## src/rtl/multiply.sv

```systemverilog
// Sequential shift-and-add multiplier with a signed/unsigned mode.
// Works on operand magnitudes and fixes the sign of the product in a final cycle.
module multiply #(
    parameter int WIDTH = 32
) (
    input  logic                 clk,
    input  logic                 reset,
    input  logic                 start,
    input  logic                 sign,
    input  logic [WIDTH-1:0]     multiplicand,
    input  logic [WIDTH-1:0]     multiplier,
    output logic                 ready,
    output logic                 done,
    output logic [2*WIDTH-1:0]   product
);

    localparam int PW = 2 * WIDTH;
    localparam int CW = $clog2(WIDTH + 1);

    typedef enum logic [1:0] {
        IDLE = 2'd0,
        BUSY = 2'd1,
        FIX  = 2'd2
    } state_t;

    state_t              r_state;
    logic [PW-1:0]       r_mcand;
    logic [PW-1:0]       r_acc;
    logic [WIDTH-1:0]    r_mplier;
    logic [CW-1:0]       r_count;
    logic                r_neg;

    logic [WIDTH-1:0]    w_mcand_abs;
    logic [WIDTH-1:0]    w_mplier_abs;

    // Most negative operand negates to itself, which read unsigned is 2^(WIDTH-1).
    assign w_mcand_abs  = (sign && multiplicand[WIDTH-1]) ? (WIDTH'(0) - multiplicand) : multiplicand;
    assign w_mplier_abs = (sign && multiplier[WIDTH-1])   ? (WIDTH'(0) - multiplier)   : multiplier;

    assign ready = (r_state == IDLE);

    always_ff @(posedge clk) begin
        if (reset) begin
            r_state  <= IDLE;
            r_mcand  <= '0;
            r_acc    <= '0;
            r_mplier <= '0;
            r_count  <= '0;
            r_neg    <= 1'b0;
            product  <= '0;
            done     <= 1'b0;
        end else begin
            done <= 1'b0;
            case (r_state)
                IDLE: begin
                    if (start) begin
                        r_mcand  <= {{WIDTH{1'b0}}, w_mcand_abs};
                        r_mplier <= w_mplier_abs;
                        r_acc    <= '0;
                        r_count  <= CW'(WIDTH);
                        r_neg    <= sign & (multiplicand[WIDTH-1] ^ multiplier[WIDTH-1]);
                        r_state  <= BUSY;
                    end
                end
                BUSY: begin
                    if (r_mplier[0]) begin
                        r_acc <= r_acc + r_mcand;
                    end
                    r_mcand  <= r_mcand << 1;
                    r_mplier <= r_mplier >> 1;
                    r_count  <= r_count - CW'(1);
                    if (r_count == CW'(1)) begin
                        r_state <= FIX;
                    end
                end
                FIX: begin
                    product <= r_neg ? (PW'(0) - r_acc) : r_acc;
                    done    <= 1'b1;
                    r_state <= IDLE;
                end
                default: begin
                    r_state <= IDLE;
                end
            endcase
        end
    end

endmodule

```

## config.mk

```make
export PLATFORM = sky130hd
export DESIGN_NAME = multiply
export DESIGN_NICKNAME = d
export VERILOG_FILES = /design/src/rtl/multiply.sv
export SDC_FILE = /design/constraint.sdc
export NUM_CORES = 1
export LEC_CHECK = 0
export CORE_ASPECT_RATIO = 0.75
export CORE_UTILIZATION = 35
export CTS_CLUSTER_DIAMETER = 30
export DETAILED_ROUTE_END_ITERATION = 10
export GPL_TIMING_DRIVEN = 1
export PLACE_DENSITY = 0.63
export SLEW_MARGIN = 20
export SYNTH_ARGS = -nofsm -noshare
export SYNTH_HDL_FRONTEND = slang
export SYNTH_SLANG_ARGS = --single-unit
```

## constraint.sdc

```tcl
create_clock -name clk -period 4.98 [get_ports clk]
set_clock_uncertainty 0.2 [all_clocks]
set_input_delay 0.996 -clock clk [delete_from_list [all_inputs] [get_ports clk]]
set_output_delay 0.996 -clock clk [all_outputs]
set_load 0.02 [all_outputs]
```

==> qor.csv, run 1 <==
metric,value,unit
status,"finished, final reports clean",
setup_viol,0,
syn_nets,1987,
design_area,18000,um^2
grt_first_pass_wirelength,67900,um
numClockSinks,234,
core_area,40000,um^2
ys.flop_type,dfxtp_1,
cts_hold_buffers,0,
rsz0062_at_grt,false,
viasPerCell,5.50,
cp-end-kind,flop,
synthArstFlopShare,0,%
row_count,63,
ios,134,
layout.nets,2071,
clk_pin_slew,0.05,ns
finalWorstSetupSlack,1.11,ns
final_hold_viol_count,0,
cts_buffers,53,
layout-drive-gt1-share,7.35,%
drt_iter0_markers,1137,
place_congestion,0.934,
drt-pass1-iter-count,5,
area_delta_synth_final,25.2,%
slew_viol_final,0,
post-cts-setup-buffers,0,
dpl.hpwl,31900,um
seq_area_frac_synth,32.6,%
die_x,236,um
synth_cell_types,65,
crit_path_start_kind,flop,
synth_cells,1850,
ctsResizeCount,0,
leakagePower,0.00697,uW
num_vias,13700,
finalWirelength,42600,um
tightestPinTransition,1.05,ns
die_h,177,um
worstPathMaxFanout,7,
first_global_vias,12600,
fin_util,45.0,%
arrival,4.07,ns
hold_path.class,flop to flop,
initial_utilization,35.9,%
tns,0,ns
netlist_top_cells_area,"dfxtp_1 (33%), a21oi_1 (8.0%), xor2_1 (6.2%)",
grt-ovfl-total,0,
fmax,0.258,GHz
synth.largest_area_cell,dfxtp_1,
synth_top_area_share,32.6,%
cts_tree,done,
synthesis.area_per_instance,7.76,um^2
period_share,77.7,%
worstPathRequired,5.18,ns
die-area,41900,um^2
fin_crit,3.87,ns
synth-edff-count,0,
antenna_found_initial,5,
route.detailed.drc,0,
worstSetupPathType,flop to flop,
grt_usage,20.0,%
relSlewSlack,30.2,%
p_per_area,347,nW/um^2
dpl_cell_area,16100,um^2
clk_latency,0.57,ns
ir_drop,0.000208,V
wire_per_inst,17.1,um
io_buffers,133,
htree_levels,2,
cts_buffer_depth,3,
grt_max_degree,117,
dp_slack,0.642,ns
ant_nets,0,
drv_cap,0,
ys_ff_latch,234,
clockRootBuffer,clkbuf_16,
yosysWarnings,0,
synth_area,14400,um^2
-- worst max-delay path, cell delays in order, from the launching register on --
cell	delay [ns]
dfxtp_1	0.39
or4_4	0.61
nor3_2	0.32
nand4_2	0.23
or3_4	0.41
or3_1	0.38
or4b_4	0.54
nor2_1	0.11
nand2_1	0.09
o21ai_1	0.20
xor2_1	0.16
a211oi_1	0.08
-- state kept, by name, summed over array words and instances (netlist names) --
| register | cells |
|---|---|
| product | 64 |
| r_acc | 64 |
| r_mcand | 64 |
| r_mplier | 32 |
| r_count | 6 |
| r_state | 2 |
| done | 1 |
| r_neg | 1 |
-- placed cells by master (no fill, tap or decap), drive strengths merged, types with 7 or more instances in the layout --
master	instances
a211oi	52
a21o	19
a21oi	231
a221oi	7
a22o	32
a22oi	83
a31oi	12
and2	7
and3	16
buf	17
bufinv	11
clkbuf	62
clkdlybuf4s50	132
clkinv	17
dfxtp	234
ha	68
inv	34
nand2	231
nand2b	15
nand3	61
nand4	22
nor2	159
nor2b	13
nor3	30
nor4	16
o211ai	8
o21ai	89
o21bai	13
o31ai	26
o41ai	15
or2	8
or3	15
or4	12
xnor2	72
xor2	101
-- final cells by class --
class	count	area (um^2)
flip-flops and latches	234	4690
multi-input cells	1464	9140
repair buffers	149	1470
clock inverters	33	493
well taps	520	651
diodes	3	7.51
fillers	3904	22000
inverters	32	120
clock buffers	62	1410
-- where the power goes --
part	total (uW)	internal (uW)	leakage [uW]	switching, uW
clock network	3670	2580	0.000932	1090
registers	2000	1940	0.00190	63.4
logic	570	222	0.00414	348
-- final timing paths --
| path | startpoint | end | slack [ns] | cells past startpoint |
|---|---|---|---|---|
| max | r_acc[3]$_SDFFE_PP0P_ | product[62]$_SDFFE_PP0P_ | 1.11 | 11 |
| min reg2reg | product[19]$_SDFFE_PP0P_ | product[19]$_SDFFE_PP0P_ | 0.25 | 2 |
| min | product[19]$_SDFFE_PP0P_ | product[19]$_SDFFE_PP0P_ | 0.25 | 2 |
| max reg2reg | r_acc[3]$_SDFFE_PP0P_ | product[62]$_SDFFE_PP0P_ | 1.11 | 11 |
-- cell usage after synthesis (all sizes together) (3+ instances only) --
library cell	instances
and3	16
nor2b	13
a31oi	12
nor4	16
or2	8
nand2	231
o21bai	13
nand2b	15
a22oi	83
a21oi	231
nand4	22
o211ai	8
o21ai	89
buf	15
a21o	19
a211oi	52
and2	7
dfxtp	234
o41ai	15
clkbuf	105
a31o	3
a211o	3
nand3	61
or3	15
o31ai	26
a221oi	7
inv	32
ha	68
or4	12
xnor2	72
xor2	101
nor3	30
nor2	159
a22o	32
-- per-stage QoR --
| stage | cells | hold slack (ns) | total power (uW) |
|---|---|---|---|
| detailed placement | 2399 | 0.248 | 2600 |
| CTS | 2494 | 0.254 | 6300 |
| finish | 2497 | 0.248 | 6240 |
| global route | 2495 | 0.271 | 6480 |
| floorplan | 1850 | 0.232 | 2390 |
| global placement | 2399 | 0.240 | 2590 |
-- logic make-up (layout without fill, tap and decap cells) --
kind of cell             count (synthesis)  count (layout)  share of synthesized area, %
AO/OA/AOI/OAI                          607             607                          26.8
XOR/XNOR                               173             173                          10.5
adder cells (fa/ha/maj)                 69              69                          6.06
buffers and inverters                  152             276                          3.97
flip-flops                             234             234                          32.6
multiplexers                             2               2                         0.148
other                                    0               3                             0
AND/OR/NAND/NOR                        613             613                          19.9
-- routing by layer --
layer / global-route usage, % / share of wire, % / vias up
met5: 0 / 0.023 / -
met4: 4.98 / 1.6 / 2
met1: 30.4 / 51 / 6300
met2: 27.2 / 38 / 447
li1: - / - / 6915
met3: 5.21 / 9.9 / 58
Note: power is estimated with default switching activity, not from simulation.
==> inputs of run 2 (changes only) <==
--- a/config.mk
+++ b/config.mk
@@ -10,7 +10,7 @@
 export CTS_CLUSTER_DIAMETER = 30
 export DETAILED_ROUTE_END_ITERATION = 10
 export GPL_TIMING_DRIVEN = 1
-export PLACE_DENSITY = 0.63
+export PLACE_DENSITY = 0.65
 export SLEW_MARGIN = 20
 export SYNTH_ARGS = -nofsm -noshare
 export SYNTH_HDL_FRONTEND = slang
==> constraint.sdc (replaced) <==
create_clock -name clk -period 3.4 [get_ports clk]
set_clock_uncertainty 0.2 [all_clocks]
set_input_delay 0.68 -clock clk [delete_from_list [all_inputs] [get_ports clk]]
set_output_delay 0.68 -clock clk [all_outputs]
set_load 0.02 [all_outputs]
==> qor.csv, run 2 (same netlist as run 1, synthesis figures left out) <==
metric,value,unit
status,"complete, but fails checks",
violations,setup timing,
power_frac_comb,11.9,%
first_global_vias,13500,
area_delta_synth_final,38.6,%
core_area,40000,um^2
slew_viol_final,0,
final_cell_count_no_fill,2743,
cts_buffers,50,
drv_cap,0,
hold_depth,2,
place_congestion,0.922,
route.detailed.drc,0,
p_int,6530,uW
hold_path.class,flop to flop,
cts_tree,done,
die_x,236,um
row_count,63,
pwr-share-seq,33.1,%
min_from,product[60]$_SDFFE_PP0P_,
ant_nets,0,
worstPathRequired,3.68,ns
rsz0062_at_grt,true,
finalWorstSetupSlack,-0.122,ns
hold_slack,0.252,ns
die-area,41900,um^2
viasPerCell,5.38,
drt_iter0_markers,1253,
hold-path-endpoint,product[60]$_SDFFE_PP0P_,
r2r_end,product[51]$_SDFFE_PP0P_,
wire_per_inst,16.6,um
worstSetupPathType,flop to flop,
switchingPower,2280,uW
die_h,177,um
setup_viol,8,
io_buffers,133,
fill_cells,3779,
worstPathMaxFanout,4,
numClockSinks,234,
grt_usage,21.3,%
dpl.hpwl,34900,um
ios,134,
clockRootBuffer,clkbuf_16,
fin_crit,3.52,ns
period_share,104,%
num_vias,14700,
relSlewSlack,46.0,%
clk_latency,0.57,ns
layout-drive-gt1-share,19.3,%
fmax,0.284,GHz
grt-ovfl-total,0,
reg2regPathDepth,11,
reg_top3,"product: 64 flops, r_acc: 64 flops, r_mcand: 64 flops",
drt-pass1-iter-count,5,
tightestPinTransition,0.808,ns
layout_common_cells,"buf_4 (261), dfxtp_1 (230), nand2_1 (228), a21oi_1 (225), nor2_1 (153)",
grt_first_pass_wirelength,72100,um
ir_drop,0.000324,V
clk_pin_slew,0.05,ns
finalWirelength,45600,um
layout.nets,2316,
htree_levels,2,
clkPwrFrac,54.9,%
cp-end-kind,flop,
rr_startpoint,r_acc[6]$_SDFFE_PP0P_,
initial_utilization,35.9,%
cts_buffer_depth,3,
arrival,3.80,ns
r2r_slack,-0.12,ns
leakagePower,0.00819,uW
final_common_cell,buf_4,
placed_cells,2640,
p_sw_share,25.9,%
p_per_area,442,nW/um^2
crit_path_start_kind,flop,
final_hold_viol_count,0,
antenna_found_initial,7,
grt_max_degree,92,
run 2: cell types whose count changed in the layout (fill, tap and decap cells not counted), sizes merged:
cell and change:
inv +3, clkinvlp +2, diode +1, buf +248, clkinv -1, clkbuf -1
bufinv -6
run 2: cell type report:
class | instances | area, um^2 | area share (%)
tap | 520 | 651 | 3.27
sequential | 234 | 4690 | 23.5
clock inverter | 31 | 357 | 1.79
multi-input combinational | 1464 | 9390 | 47.2
antenna | 4 | 10.0 | 0.0503
inverter | 32 | 120 | 0.603
clock buffer | 61 | 1350 | 6.79
timing repair buffer | 397 | 3340 | 16.8
run 2: worst max path at each step:
stage                                startpoint                         to  cells after the start
after floorplan           r_acc[4]$_SDFFE_PP0P_   product[51]$_SDFFE_PP0P_                     11
after global placement            multiplier[4]  r_mplier[29]$_SDFFE_PP0P_                     11
after detailed placement          multiplier[4]  r_mplier[26]$_SDFFE_PP0P_                     12
after CTS                 r_acc[6]$_SDFFE_PP0P_   product[51]$_SDFFE_PP0P_                     11
after global routing      r_acc[6]$_SDFFE_PP0P_   product[51]$_SDFFE_PP0P_                     11
final                     r_acc[6]$_SDFFE_PP0P_   product[51]$_SDFFE_PP0P_                     11
run 2: per-stage QoR:
stage          TNS (ns)  worst slack (ns)  utilization (%)  instance area, um^2  total power [uW]
6_report         -0.489            -0.122             49.8                19900              8800
5_1_grt           -1.79            -0.221             49.8                19900              9140
4_1_cts          -0.293            -0.103             49.3                19700              8870
3_5_place_dp      -3.74            -0.317             44.8                17900              3980
3_3_place_gp      -2.60            -0.250             44.8                17900              3960
2_1_floorplan   -0.0789           -0.0394                -                14400              3510
run 2: repair_timing:
item / CTS / global route
buffers inserted: 3 / 4
pin swaps: 3 / 11
setup endpoints to repair: 17 / 35
hold buffers: 0 / 0
gates resized for setup: 14 / 43
run 2: layer usage:
layer  vias up  wire length [um]  GRT usage [%]  share of wire [%]
met4         2               796           5.47                1.7
li1       7387                 -              -                  -
met5         -                12              0              0.026
met2       435             17400           28.9                 38
met1      6856             23900           32.7                 53
met3        65              3450           5.24                7.6
run 2: critical path: stages (launching register included):
cell and delay [ns]:
dfxtp_2 0.32, or4_4 0.58, nor3_4 0.18, nand2_2 0.10
inv_2 0.09, nand4_4 0.11, or4_4 0.43, or4b_4 0.50
or3_4 0.39, o31ai_4 0.20, xor2_1 0.09, a211oi_1 0.23
run 2: power by group through the flow:
stage | combinational (uW) | clock (uW) | sequential (uW)
2_1_floorplan | 565 | 0 | 2940
3_3_place_gp | 999 | 0 | 2960
3_5_place_dp | 1010 | 0 | 2960
4_1_cts | 1030 | 4930 | 2910
5_1_grt | 1150 | 5070 | 2920
6_report | 1050 | 4840 | 2920
==> inputs of run 3 (changes only) <==
--- a/config.mk
+++ b/config.mk
@@ -6,12 +6,12 @@
 export NUM_CORES = 1
 export LEC_CHECK = 0
 export CORE_ASPECT_RATIO = 0.75
+export CORE_MARGIN = 2
 export CORE_UTILIZATION = 35
-export CTS_CLUSTER_DIAMETER = 30
 export DETAILED_ROUTE_END_ITERATION = 10
 export GPL_TIMING_DRIVEN = 1
 export PLACE_DENSITY = 0.65
-export SLEW_MARGIN = 20
+export SLEW_MARGIN = 30
 export SYNTH_ARGS = -nofsm -noshare
 export SYNTH_HDL_FRONTEND = slang
 export SYNTH_SLANG_ARGS = --single-unit
==> qor.csv, run 3 (same netlist as run 1, synthesis figures left out) <==
metric,value,unit
die_x,238,um
dr.max_layer_used,met5,
row_count,64,
htree_levels,1,
fmax,0.287,GHz
viasPerCell,5.41,
crit_start,r_acc[21]$_SDFFE_PP0P_,
dpl.hpwl,35300,um
leakagePower,0.00773,uW
antenna_found_initial,7,
clk_pin_slew,0.07,ns
tightestPinTransition,0.834,ns
worstPathRequired,3.61,ns
layout-drive-gt1-share,18.7,%
rr_startpoint,r_acc[21]$_SDFFE_PP0P_,
drv_cap,0,
status,"complete, but fails checks",
num_vias,14600,
relSlewSlack,44.4,%
hold-path-endpoint,product[60]$_SDFFE_PP0P_,
cp_slowest_cell,or4_1,
die_h,179,um
wl_met2,17600,um
period_share,103,%
drt-pass1-iter-count,6,
crit_path_start_kind,flop,
worstSetupPathType,flop to flop,
ir_drop,0.000336,V
placed_cells,2641,
cts_hold_buffers,0,
fin_crit,3.49,ns
path_common_cell,or3_4,
setup_viol,9,
cp-end-kind,flop,
final_hold_viol_count,0,
worstPathMaxFanout,4,
arrival,3.69,ns
die-area,42700,um^2
r2r_slack,-0.09,ns
io_buffers,133,
numClockSinks,234,
core_area,40600,um^2
place_congestion,0.905,
min_from,product[60]$_SDFFE_PP0P_,
crit_path_max_incr_delay,0.59,ns
crit_family,simple AND/OR/NAND/NOR gates,
initial_utilization,35.4,%
rsz0062_at_grt,true,
r2r_end,product[54]$_SDFFE_PP0P_,
grt_first_pass_wirelength,72700,um
wl_met3,4050,um
final_common_cell,buf_4,
finalWirelength,46100,um
hold_path.class,flop to flop,
grt_usage,20.8,%
crit_path_cell_trace,or4_1 -> nor2_2 -> nand4_2 -> or3_4 -> or3_4 -> or4b_4 -> or2_4 -> o21ai_1 -> xor2_1 -> a211oi_1,
layout.nets,2289,
cts_buffers,26,
hold_depth,2,
reg_top3,"product: 64 flops, r_acc: 64 flops, r_mcand: 64 flops",
grt_max_degree,114,
area_delta_synth_final,33.4,%
fill_cells,3952,
ios,134,
p_per_area,363,nW/um^2
cp_num_buf_inv,0,
wire_per_inst,17.0,um
drt-met1-wl,23800,um
dpl_cell_area,17900,um^2
cts_tree,done,
finalWorstSetupSlack,-0.0856,ns
clk_latency,0.56,ns
grt-ovfl-total,0,
layout_common_cells,"buf_4 (259), nand2_1 (228), dfxtp_1 (221), a21oi_1 (220), nor2_1 (153)",
dp_slack,-0.274,ns
violations,setup timing,
drt_iter0_markers,1389,
route.detailed.drc,0,
final_cell_count_no_fill,2702,
cts_buffer_depth,3,
reg2regPathDepth,10,
design_area,19200,um^2
clockRootBuffer,clkbuf_16,
slew_viol_final,0,
ant_nets,0,
first_global_vias,13400,
-- run 3: cell count changes in the layout (fill, tap and decap cells not counted), moves of 5 or more --
| cell | previous run | this run |
|---|---|---|
| o21ai_1 | 5 | 10 |
| clkinv_2 | 9 | 3 |
| a21oi_1 | 225 | 220 |
| clkinv_4 | 6 | 0 |
| clkbuf_16 | 50 | 27 |
| dfxtp_1 | 230 | 221 |
| ha_1 | 68 | 62 |
| ha_2 | 0 | 5 |
| dfxtp_2 | 4 | 10 |
-- run 3: per-stage QoR --
step / total power [uW] / setup TNS [ns] / util [%] / hold slack, ns
floorplan: 3510 / -0.0789 / - / 0.232
global placement: 3950 / -2.55 / 44.0 / 0.239
detailed placement: 3970 / -3.29 / 44.0 / 0.250
CTS: 6980 / -0.459 / 46.4 / 0.259
global route: 7240 / -1.48 / 47.2 / 0.281
finish: 6950 / -0.442 / 47.2 / 0.252
-- run 3: timing repair --
item	4_1_cts	5_1_grt
setup endpoints to repair	16	37
resized for setup	12	71
pin swaps	9	16
setup buffers	3	8
-- run 3: cell type report --
type / instances / area [um^2] / share of cell area (%)
multi-input combinational: 1464 / 9440 / 49.3
timing repair buffer: 394 / 3320 / 17.3
sequential: 234 / 4710 / 24.6
antenna: 2 / 5.00 / 0.0261
clock buffer: 34 / 742 / 3.87
inverter: 32 / 120 / 0.627
tap: 528 / 661 / 3.45
clock inverter: 14 / 168 / 0.875
-- run 3: worst max-delay path by stage --
stage | cells past startpoint | slack (ns) | endpoint
2_1_floorplan | 11 | -0.04 | product[51]$_SDFFE_PP0P_
4_1_cts | 11 | -0.09 | product[51]$_SDFFE_PP0P_
6_report | 10 | -0.09 | product[54]$_SDFFE_PP0P_
3_5_place_dp | 12 | -0.27 | r_mplier[30]$_SDFFE_PP0P_
3_3_place_gp | 12 | -0.22 | r_mplier[30]$_SDFFE_PP0P_
5_1_grt | 11 | -0.23 | product[55]$_SDFFE_PP0P_
-- run 3: where the power goes --
group	leakage [uW]	internal, uW	switching, uW	total, uW
Clock	0.000429	1770	1220	3000
Sequential	0.00190	2830	80.1	2910
Combinational	0.00540	464	580	1040
Total	0.00773	5060	1880	6950
-- run 3: worst min-delay path: stages, from the launching register on --
cell	delay, ns
dfxtp_1	0.31
nand2_1	0.05
a21oi_1	0.05
-- run 3: routing by layer --
metal / up-vias / GRT usage, %
met5: - / 0
met4: 6 / 3.12
met3: 40 / 5.14
met2: 464 / 28.1
met1: 6772 / 33.1
li1: 7328 / -
